--- config.mk ---
export PLATFORM = sky130hd
export DESIGN_NAME = skew_buf
export DESIGN_NICKNAME = d
export VERILOG_FILES = /design/src/rtl/skew_buf_pkg.sv /design/src/rtl/skew_lane.sv /design/src/rtl/skew_buf.sv
export SDC_FILE = /design/constraint.sdc
export NUM_CORES = 1
export LEC_CHECK = 0
export ABC_AREA = 1
export CAP_MARGIN = 40
export CORE_MARGIN = 2
export CORE_UTILIZATION = 48
export DETAILED_ROUTE_END_ITERATION = 12
export DONT_BUFFER_PORTS = 1
export GPL_TIMING_DRIVEN = 0
export PLACE_DENSITY_LB_ADDON = 0.1
export SYNTH_ARGS = -nofsm -noshare
export SYNTH_HDL_FRONTEND = slang
export SYNTH_SLANG_ARGS = --single-unit
--- constraint.sdc ---
create_clock -name clk -period 2 [get_ports clk]
set_input_delay 0.2 -clock clk [delete_from_list [all_inputs] [get_ports clk]]
set_output_delay 0.2 -clock clk [all_outputs]
set_load 0.01 [all_outputs]
--- src/rtl/skew_buf_pkg.sv ---
// Shared types and depth helpers for the skew_buf lane delay buffer.
package skew_buf_pkg;

    typedef enum logic {
        IDLE = 1'b0,
        BUSY = 1'b1
    } state_e;

    // Delay of lane c; reverse mirrors the ramp so lane 0 becomes the deepest.
    function automatic int unsigned depth_of(input int unsigned c,
                                             input int unsigned base,
                                             input int unsigned step,
                                             input int unsigned reverse,
                                             input int unsigned channels);
        if (reverse != 0) begin
            return base + (channels - 1 - c) * step;
        end
        return base + c * step;
    endfunction

    function automatic int unsigned max_depth(input int unsigned base,
                                              input int unsigned step,
                                              input int unsigned channels);
        return base + (channels - 1) * step;
    endfunction

endpackage

--- src/rtl/skew_lane.sv ---
// One lane of skew_buf: a DEPTH-entry shift chain of {valid, data}, plus a parity
// bit per entry when SKEW_BUF_PARITY_EN is defined.
module skew_lane #(
    parameter int unsigned DEPTH = 1,
    parameter int unsigned BITS  = 8
) (
    input  logic            clk,
    input  logic            rst_n,
    input  logic            clr_i,
    input  logic            en_i,
    input  logic            valid_i,
    input  logic [BITS-1:0] data_i,
    output logic            valid_o,
`ifdef SKEW_BUF_PARITY_EN
    output logic            parity_o,
`endif
    output logic [BITS-1:0] data_o
);

`ifdef SKEW_BUF_PARITY_EN
    localparam int unsigned W = BITS + 2;
`else
    localparam int unsigned W = BITS + 1;
`endif

    logic [W-1:0] stage_d [DEPTH];
    logic [W-1:0] stage_q [DEPTH];
    logic [W-1:0] entry_in;

`ifdef SKEW_BUF_PARITY_EN
    // Even parity: stored bit makes the XOR over {data, parity} zero.
    assign entry_in = {^data_i, valid_i, data_i};
`else
    assign entry_in = {valid_i, data_i};
`endif

    always_comb begin
        for (int unsigned i = 0; i < DEPTH; i++) begin
            stage_d[i] = stage_q[i];
        end
        if (en_i) begin
            stage_d[0] = entry_in;
            for (int unsigned i = 1; i < DEPTH; i++) begin
                stage_d[i] = stage_q[i-1];
            end
        end
    end

    always_ff @(posedge clk) begin
        if (!rst_n || clr_i) begin
            for (int unsigned i = 0; i < DEPTH; i++) begin
                stage_q[i] <= '0;
            end
        end else begin
            for (int unsigned i = 0; i < DEPTH; i++) begin
                stage_q[i] <= stage_d[i];
            end
        end
    end

    assign data_o  = stage_q[DEPTH-1][BITS-1:0];
    assign valid_o = stage_q[DEPTH-1][BITS];
`ifdef SKEW_BUF_PARITY_EN
    assign parity_o = stage_q[DEPTH-1][BITS+1];
`endif

endmodule

--- src/rtl/skew_buf.sv ---
// Multi-lane skew/de-skew delay buffer with a wavefront counter and busy/done FSM.
// Optional per-stage parity and perr output under SKEW_BUF_PARITY_EN.
module skew_buf
    import skew_buf_pkg::*;
#(
    parameter int unsigned CHANNELS   = 8,
    parameter int unsigned BITS       = 8,
    parameter int unsigned BASE_DEPTH = 1,
    parameter int unsigned STEP       = 1,
    parameter int unsigned REVERSE    = 0,
    localparam int unsigned MAXD      = max_depth(BASE_DEPTH, STEP, CHANNELS),
    localparam int unsigned IW        = $clog2(MAXD + 1)
) (
    input  logic                     clk,
    input  logic                     rst_n,
    input  logic                     clr,
    input  logic                     en,
    input  logic                     d_valid,
    input  logic [CHANNELS*BITS-1:0] d,
    output logic [CHANNELS*BITS-1:0] q,
    output logic [CHANNELS-1:0]      q_valid,
    output logic                     busy,
    output logic                     done,
`ifdef SKEW_BUF_PARITY_EN
    output logic [CHANNELS-1:0]      perr,
`endif
    output logic [IW-1:0]            inflight
);

    // Deepest lane: its last stage retires a wavefront.
    localparam int unsigned L = (REVERSE != 0) ? 0 : CHANNELS - 1;

    for (genvar c = 0; c < CHANNELS; c++) begin : g_lane
`ifdef SKEW_BUF_PARITY_EN
        logic par;
`endif
        skew_lane #(
            .DEPTH (depth_of(c, BASE_DEPTH, STEP, REVERSE, CHANNELS)),
            .BITS  (BITS)
        ) u_lane (
            .clk      (clk),
            .rst_n    (rst_n),
            .clr_i    (clr),
            .en_i     (en),
            .valid_i  (d_valid),
            .data_i   (d[c*BITS +: BITS]),
            .valid_o  (q_valid[c]),
`ifdef SKEW_BUF_PARITY_EN
            .parity_o (par),
`endif
            .data_o   (q[c*BITS +: BITS])
        );
`ifdef SKEW_BUF_PARITY_EN
        assign perr[c] = q_valid[c] & ((^q[c*BITS +: BITS]) ^ par);
`endif
    end

    state_e        state_q, state_d;
    logic [IW-1:0] inflight_q, inflight_d;
    logic          done_q, done_d;

    always_comb begin
        inflight_d = inflight_q;
        state_d    = state_q;
        done_d     = 1'b0;
        if (en) begin
            case ({d_valid, q_valid[L]})
                2'b10:   inflight_d = inflight_q + 1'b1;
                2'b01:   inflight_d = inflight_q - 1'b1;
                default: inflight_d = inflight_q;
            endcase
            case (state_q)
                IDLE: begin
                    if (d_valid) begin
                        state_d = BUSY;
                    end
                end
                BUSY: begin
                    if (inflight_d == '0) begin
                        state_d = IDLE;
                        done_d  = 1'b1;
                    end
                end
                default: state_d = IDLE;
            endcase
        end
    end

    always_ff @(posedge clk) begin
        if (!rst_n || clr) begin
            state_q    <= IDLE;
            inflight_q <= '0;
            done_q     <= 1'b0;
        end else begin
            state_q    <= state_d;
            inflight_q <= inflight_d;
            done_q     <= done_d;
        end
    end

    assign busy     = (state_q == BUSY);
    assign done     = done_q;
    assign inflight = inflight_q;

endmodule

==> summary by stage, run 1 <==
Min path
The origin of the worst min-delay path is rst_n. The path with the worst hold slack has its endpoint at g_lane[6].u_lane.stage_q[0][28]. Counting instances, the worst hold path has a depth of 5.

In this run the worst hold path is classified as in -> reg.

Die
The floorplan step set the die width to 156 um. The initial core utilization is 0.491. The die outline area is 0.0245 sq mm. The height of the die is 156 um. During I/O placement, the number of pins put on the boundary was 147. The number of placement rows is 55.

The core region is 0.0227 sq mm.

Logic synthesis
The number of distinct library cells after synthesis is 21. The top cell type by total area after synthesis is dfxtp_1. Of the post-synthesis cell area, the dominant cell type holds 0.542. The synthesized instance count is 1415. The register bit count reported by yosys is 302. The share of the Yosys chip area taken by registers is 0.542.

The average cell area after synthesis is 7.89 sq um. The Yosys step of the flow raised 0 warnings. The netlist area before placement is 0.0112 sq mm. The number of nets handed over by synthesis was 1487. Sorting the synthesized cells by area gives the leading types as dfxtp_1 (54%), nand2_1 (21%), a21oi_1 (13%), buf_4 (5.1%), buf_2 (2.7%).

GRT
The first global-routing pass estimated 41.2 mm of wire. The total global routing overflow is 0. The pin count of the biggest net entering global routing is 15. The number of global-route vias before repair is 8447. In the global route stage, overall resource usage came out at 0.203. The number of antenna violations at the first check in global routing was 0.

Timing
After routing, the total negative slack on setup checks comes to 0 ns. The final setup skew is 0.00627 ns. The number of failing hold endpoints at the final stage is 0.

Dividing the final minimum period by the clock period gives 0.937. At the pin with the least slew margin, the transition time is 0.449 ns. Headroom to the max-slew limit came out at 0.701. The worst path meets setup with 0.125 ns of slack.

The count of final max-slew check failures is 0. Based on the critical path, the design can be clocked at up to 533 MHz. Setup violations remaining at the end of the flow were counted as 0. The final period demand of the worst path is 1.87 ns.

Drt
The routed layout has 8956 vias. The total routed wirelength is 25.3 mm. After detailed routing, the number of vias per cell comes to 4.93. The number of DRC markers after the initial detailed-route iteration is 503.

The number of iterations in the first detailed-routing pass is 4. After detailed routing, the number of remaining DRC violations is 0. The count of nets left with antenna violations once routing finished came out at 0. After detailed routing, the average wire length per cell comes to 13.9 um.

CTS
Counting along the longest clock path gives a buffer depth of 3. The tree is rooted in a clkbuf_16. The clock network latency to the later pin of the worst-skew pair is 0.54 ns.

In this run the number of H-tree levels came out at 1. In this run, CTS created clock tree buffers numbering 30. Clock-pin slew was measured on the worst setup and hold paths at 0.06 ns.

TritonCTS built the clock tree. The tree built by TritonCTS fans out to 302 sinks. The post-CTS setup buffer count is 0.

Critical path
The start of the worst register-to-register path is g_lane[7].u_lane.stage_q[1][35]. For flop-to-flop paths, the worst setup slack is 0.13 ns. STA puts the critical path data required time at 2.44 ns. The number of cells on the worst reg-to-reg path is 12. Data arrives at the worst endpoint at 2.32 ns. The critical path runs through a total of 12 cells. In this design, the stage delay of the slowest critical-path cell is 0.37 ns. Together, buffers and inverters on the worst path number 2. The critical path capture point type is a flip-flop.

The cell type of the slowest stage on the worst timing path is dfxtp_2. In this run the worst path has a maximum fanout of 5. STA classifies the critical path startpoint as a flip-flop.

The signal on the critical path passes through ha_2 -> nand2_1 -> inv_1 -> nor2_2 -> ha_1 -> or2_1 -> o21ai_1 -> nand3_1 -> nor2_1 -> nand3_1 -> nand2_1 -> inv_1. The worst setup path is of the reg -> reg kind. In this run the critical register-to-register path is captured at busy.

The critical path's top delay family is simple AND/OR/NAND/NOR gates.

Layout
Once layout is done, the placed cells without fillers occupy 0.0131 sq mm. The number of antenna diodes in the final layout is 0. The combined flip-flop and latch cell area is 0.00605 sq mm. The top cell types in the final layout, fill and taps aside, are nand2_1 (610), dfxtp_1 (301), a21oi_1 (300). In the final design database the tool counted 1586 nets. Measured on the finished design, the core utilization comes to 0.578. Of the cells placed in the final design, the portion with a size suffix greater than 1 is 0.132. The number of inserted filler cells in the final layout is 2118. The commonest non-fill, non-tap cell in the layout is nand2_1.

The multi-input combinational cells in the finished layout cover a total of 0.00395 sq mm. Relative to the synthesized area, the layout overhead comes to 17.6%.

Place
The post-placement worst setup slack is 0.0640 ns. The standard cell area after detailed placement is 0.0115 sq mm. Port buffering added 0 buffers.

The congestion estimate from routability-driven global placement came to 0.766. Once detailed placement completed, the half-perimeter wirelength came to 17.3 mm.

Pwr
The design draws 12.1 mW. Summed over all cells, the static leakage comes to 4.67 nW. In this run the power density over the cells is 925 mW/mm^2.

VDD sags by at most 657 uV.

Job
The max capacitance violation total is 0.

Outcome
The run finished with clean final reports.
stage by stage:
step / std cells / hold slack [ns]
floorplan: 1415 / 0.347
global placement: 1700 / 0.352
detailed placement: 1700 / 0.354
CTS: 1817 / 0.114
global route: 1817 / 0.150
finish: 1817 / 0.128
cell type report:
cell class | instances | share of cell area
repair buffers | 67 | 0.0511
inverters | 15 | 0.00429
flip-flops and latches | 302 | 0.461
multi-input cells | 934 | 0.301
clock inverters | 5 | 0.00381
plain buffers | 164 | 0.0844
well taps | 285 | 0.0272
clock buffers | 45 | 0.0677
registers in the layout (all words and copies together), names as in the netlist:
name	flops
g_lane.u_lane.stage_q	296
inflight	4
busy	1
done	1
routing by layer:
layer  vias up  GRT usage  share of wire
li1       4655          -              -
met1      4096      0.283           0.49
met2       171      0.330           0.45
met3        34     0.0335          0.046
met4         0     0.0529          0.019
met5         -          0              0
how the worst max path moves through the flow:
stage	start	end	slack, ns
floorplan	g_lane[7].u_lane.stage_q[1][35]	busy	0.27
global placement	g_lane[7].u_lane.stage_q[1][35]	busy	0.11
detailed placement	g_lane[7].u_lane.stage_q[1][35]	busy	0.06
CTS	g_lane[7].u_lane.stage_q[1][35]	busy	0.05
global route	g_lane[7].u_lane.stage_q[1][35]	busy	-0.004
finish	g_lane[7].u_lane.stage_q[1][35]	busy	0.13
timing repair:
action / CTS / global route
setup endpoints to repair: 0 / 2
endpoints found under the hold margin: 69 / 0
gates resized for setup: 0 / 2
hold buffers: 67 / 0
cells by family after synthesis:
| logic type | Yosys count | synth area share |
|---|---|---|
| AOI/OAI and AO/OA | 306 | 0.138 |
| adders and majority gates | 3 | 0.00336 |
| DFF | 302 | 0.542 |
| xor gates and xnor gates | 2 | 0.00157 |
| buffers and inverters | 179 | 0.104 |
| and+or+nand+nor | 623 | 0.211 |
report_power, final:
group / internal (mW) / total, mW / switching (mW)
combinational: 0.250 / 0.636 / 0.386
sequential: 6.07 / 6.11 / 0.0380
clock: 3.15 / 5.40 / 2.24
total: 9.48 / 12.1 / 2.67
worst min-delay path: cells and delay by family:
kind                   cells  cell delay [ns]
buffers and inverters      3             0.33
AOI/OAI and AO/OA          1             0.06
and+or+nand+nor            1             0.04
cell usage after synthesis, drive strengths merged:
cell type,n
a21oi,300
buf,154
clkbuf,10
dfxtp,302
ha,3
inv,15
nand2,610
nand3,6
nor2,6
o211ai,2
o21ai,4
or2,1
xnor2,1
xor2,1
Note: power is estimated with default switching activity, not from simulation.
==> run 2, diff against run 1 <==
--- a/config.mk
+++ b/config.mk
@@ -9,10 +9,12 @@
 export CAP_MARGIN = 40
 export CORE_MARGIN = 2
 export CORE_UTILIZATION = 48
+export CTS_CLUSTER_SIZE = 25
 export DETAILED_ROUTE_END_ITERATION = 12
 export DONT_BUFFER_PORTS = 1
 export GPL_TIMING_DRIVEN = 0
 export PLACE_DENSITY_LB_ADDON = 0.1
+export SKIP_CTS_REPAIR_TIMING = 1
 export SYNTH_ARGS = -nofsm -noshare
 export SYNTH_HDL_FRONTEND = slang
 export SYNTH_SLANG_ARGS = --single-unit
==> run 2 against run 1 <==
  * Clock skew barely moved
  * Sequential cell count is the same
  * Sequential power barely moved
  * Utilization stayed put
  * Worst setup slack worse by 0.0058 ns
  * Cell count unchanged
  * Critical path depth stayed put
  * Design area is the same
  * Highest routed layer unchanged
==> summary by stage, run 2 (synthesis gave the netlist of run 1 again) <==
Min path
In this run the worst hold path is classified as in -> reg.

Layout
The number of inserted filler cells in the final layout came to 2126 (+0.38%). The commonest non-fill, non-tap cell in the layout is nand2_1. The combined flip-flop and latch cell area is 0.00605 sq mm (unchanged). The final core area utilization is 0.578 (unchanged). The share of layout cells above drive strength 1 is 0.132 (unchanged). The number of antenna repair diodes is 0 (unchanged). The top cell types in the final layout, fill and taps aside, are nand2_1 (610), dfxtp_1 (301), a21oi_1 (300). The register with the most flip-flops is g_lane.u_lane.stage_q.

The number of nets at the end of the flow came to 1586 (unchanged). The flip-flop count of the largest register, all copies and words added was 296 (unchanged). The area of combinational cells with multiple inputs came to 0.00395 sq mm (unchanged). The final instance count without filler cells was 1817 (unchanged). The synthesis-to-layout area growth is 17.6% (unchanged).

Drt
The final antenna-violating net count is 0 (unchanged). The number of DRC markers after the initial detailed-route iteration is 573 (+14%). The via count of the routed design is 8978 (+0.25%). The final routed wire length divided by cell count is 14.0 um (+0.42%).

The number of iterations in the first detailed-routing pass came to 4 (unchanged). The total routed wirelength is 25.4 mm (+0.42%). The DRC violation count after routing is 0 (unchanged). The via density per instance was 4.94 (+0.25%).

Timing
The final period demand of the worst path is 1.88 ns (+0.00575 ns). The final worst-path cycle share is 0.940 (+0.00288). The number of failing hold endpoints at the final stage is 0 (unchanged). The worst hold slack is 0.127 ns (-0.000690 ns). The highest achievable clock rate was 532 MHz (-0.31%). The final setup skew came to 0.00590 ns (-0.000370 ns). The worst slew margin relative to its limit is 0.692 (-0.00854). The setup violation total in the final timing report is 0 (unchanged). The post-layout worst setup margin was 0.120 ns (-0.00575 ns). The actual slew at the worst max-slew pin came to 0.462 ns (+0.0128 ns). The count of final max-slew check failures was 0 (unchanged).

Place
The half-perimeter wire length after placement is 17.3 mm (unchanged). The placed instance count came to 1700 (unchanged). The port buffer count was 0 (unchanged).

The post-placement worst setup slack is 0.0640 ns (unchanged). The final weighted congestion in routability-driven placement came to 0.766 (unchanged).

Outcome
The run finished with clean final reports.

Die
The initial core utilization is 0.491 (unchanged). The die outline area is 0.0245 sq mm (unchanged). The core outline area came to 0.0227 sq mm (unchanged).

The height of the die came to 156 um (unchanged). The number of I/O pins is 147 (unchanged). The number of placement rows is 55 (unchanged). The die boundary width was 156 um (unchanged).

Critical path
The peak fanout along the critical path is 5 (unchanged). The worst path buffer plus inverter count is 2 (unchanged). In this design, the largest share of critical-path delay is due to simple AND/OR/NAND/NOR gates.

The worst stage delay on the critical path was 0.37 ns (about the same). The critical path capture point type is a flip-flop. The required time of the critical path is 2.44 ns (about the same). On the critical path, the stage with the largest delay is an instance of dfxtp_2.

The signal on the critical path passes through ha_2 -> nand2_1 -> inv_1 -> nor2_2 -> ha_1 -> or2_1 -> o21ai_1 -> nand3_1 -> nor2_1 -> nand3_1 -> nand2_1 -> inv_1. The launching element type of the critical path is a flip-flop. The category of the most critical setup path is reg -> reg. The arrival time at the worst endpoint came to 2.33 ns (about the same).

CTS
The CTS buffer count is 30 (unchanged). The number of sinks handled by clock tree synthesis is 302 (unchanged). TritonCTS built the clock tree. The clock network latency to the later pin of the worst-skew pair is 0.54 ns (about the same).

The H-tree depth came to 1 (unchanged). The clock-pin slew on the worst setup and hold paths is 0.06 ns (about the same). The maximum buffer depth of the clock tree came to 3 (unchanged). The root cell of the clock tree is clkbuf_16.

Pwr
The largest vdd supply drop is 657 uV (about the same). The cell area power density came to 925 mW/mm^2 (about the same). The post-route total power is 12.1 mW (about the same). The leakage power total came to 4.67 nW (unchanged).

GRT
The global-route wire length before repair was 39.8 mm (-3.4%). The global-route usage over all layers was 0.198 (-0.00592). The total global routing overflow is 0 (unchanged). The pin count of the biggest net entering global routing was 15 (unchanged). The number of antenna violations at the first check in global routing came to 0 (unchanged). The number of global-route vias before repair is 8111 (-4.0%).

Job
The max capacitance violation total is 0 (unchanged).
## run 2: cell counts in the layout (fill, tap and decap cells not counted)
No cell type changed its count.
## run 2: final cells by class
cell class | count | share of cell area
multi-input combinational | 934 | 0.301
timing repair buffer | 67 | 0.0511
clock inverter | 5 | 0.00381
tap | 285 | 0.0272
sequential | 302 | 0.461
inverter | 15 | 0.00429
clock buffer | 45 | 0.0677
buffer | 164 | 0.0844
## run 2: worst paths after layout
path / to / slack, ns / start / cells after the start
setup / recovery: busy / 0.12 / g_lane[7].u_lane.stage_q[1][35] / 12
hold / removal: g_lane[6].u_lane.stage_q[0][28] / 0.13 / rst_n / 5
setup reg to reg: busy / 0.12 / g_lane[7].u_lane.stage_q[1][35] / 12
hold reg to reg: g_lane[7].u_lane.stage_q[1][24] / 0.46 / g_lane[7].u_lane.stage_q[1][24] / 2
## run 2: tightest hold or removal path, stage by stage
cell and delay [ns]:
inv_1 0.07, nor2_4 0.04, inv_2 0.05, buf_2 0.21, a21oi_1 0.06
## run 2: power breakdown
part / leakage [nW] / switching (mW) / internal (mW)
Clock: 0.464 / 2.25 / 3.15
Combinational: 1.76 / 0.388 / 0.250
Sequential: 2.44 / 0.0383 / 6.07
## run 2: stage by stage
| stage | setup TNS (ns) | cell area [sq um] |
|---|---|---|
| floorplan | 0 | 11200 |
| finish | 0 | 13100 |
| global route | -0.00533 | 13100 |
| CTS | 0 | 12500 |
| detailed placement | 0 | 11500 |
| global placement | 0 | 11500 |
## run 2: layer usage
| layer | track usage | wire [um] | part of all wire | vias up |
|---|---|---|---|---|
| li1 | - | - | - | 4654 |
| met1 | 0.275 | 12400 | 0.49 | 4136 |
| met2 | 0.312 | 11400 | 0.45 | 156 |
| met3 | 0.0424 | 1100 | 0.043 | 32 |
| met4 | 0.0516 | 452 | 0.018 | 0 |
| met5 | 0 | 0 | 0 | - |
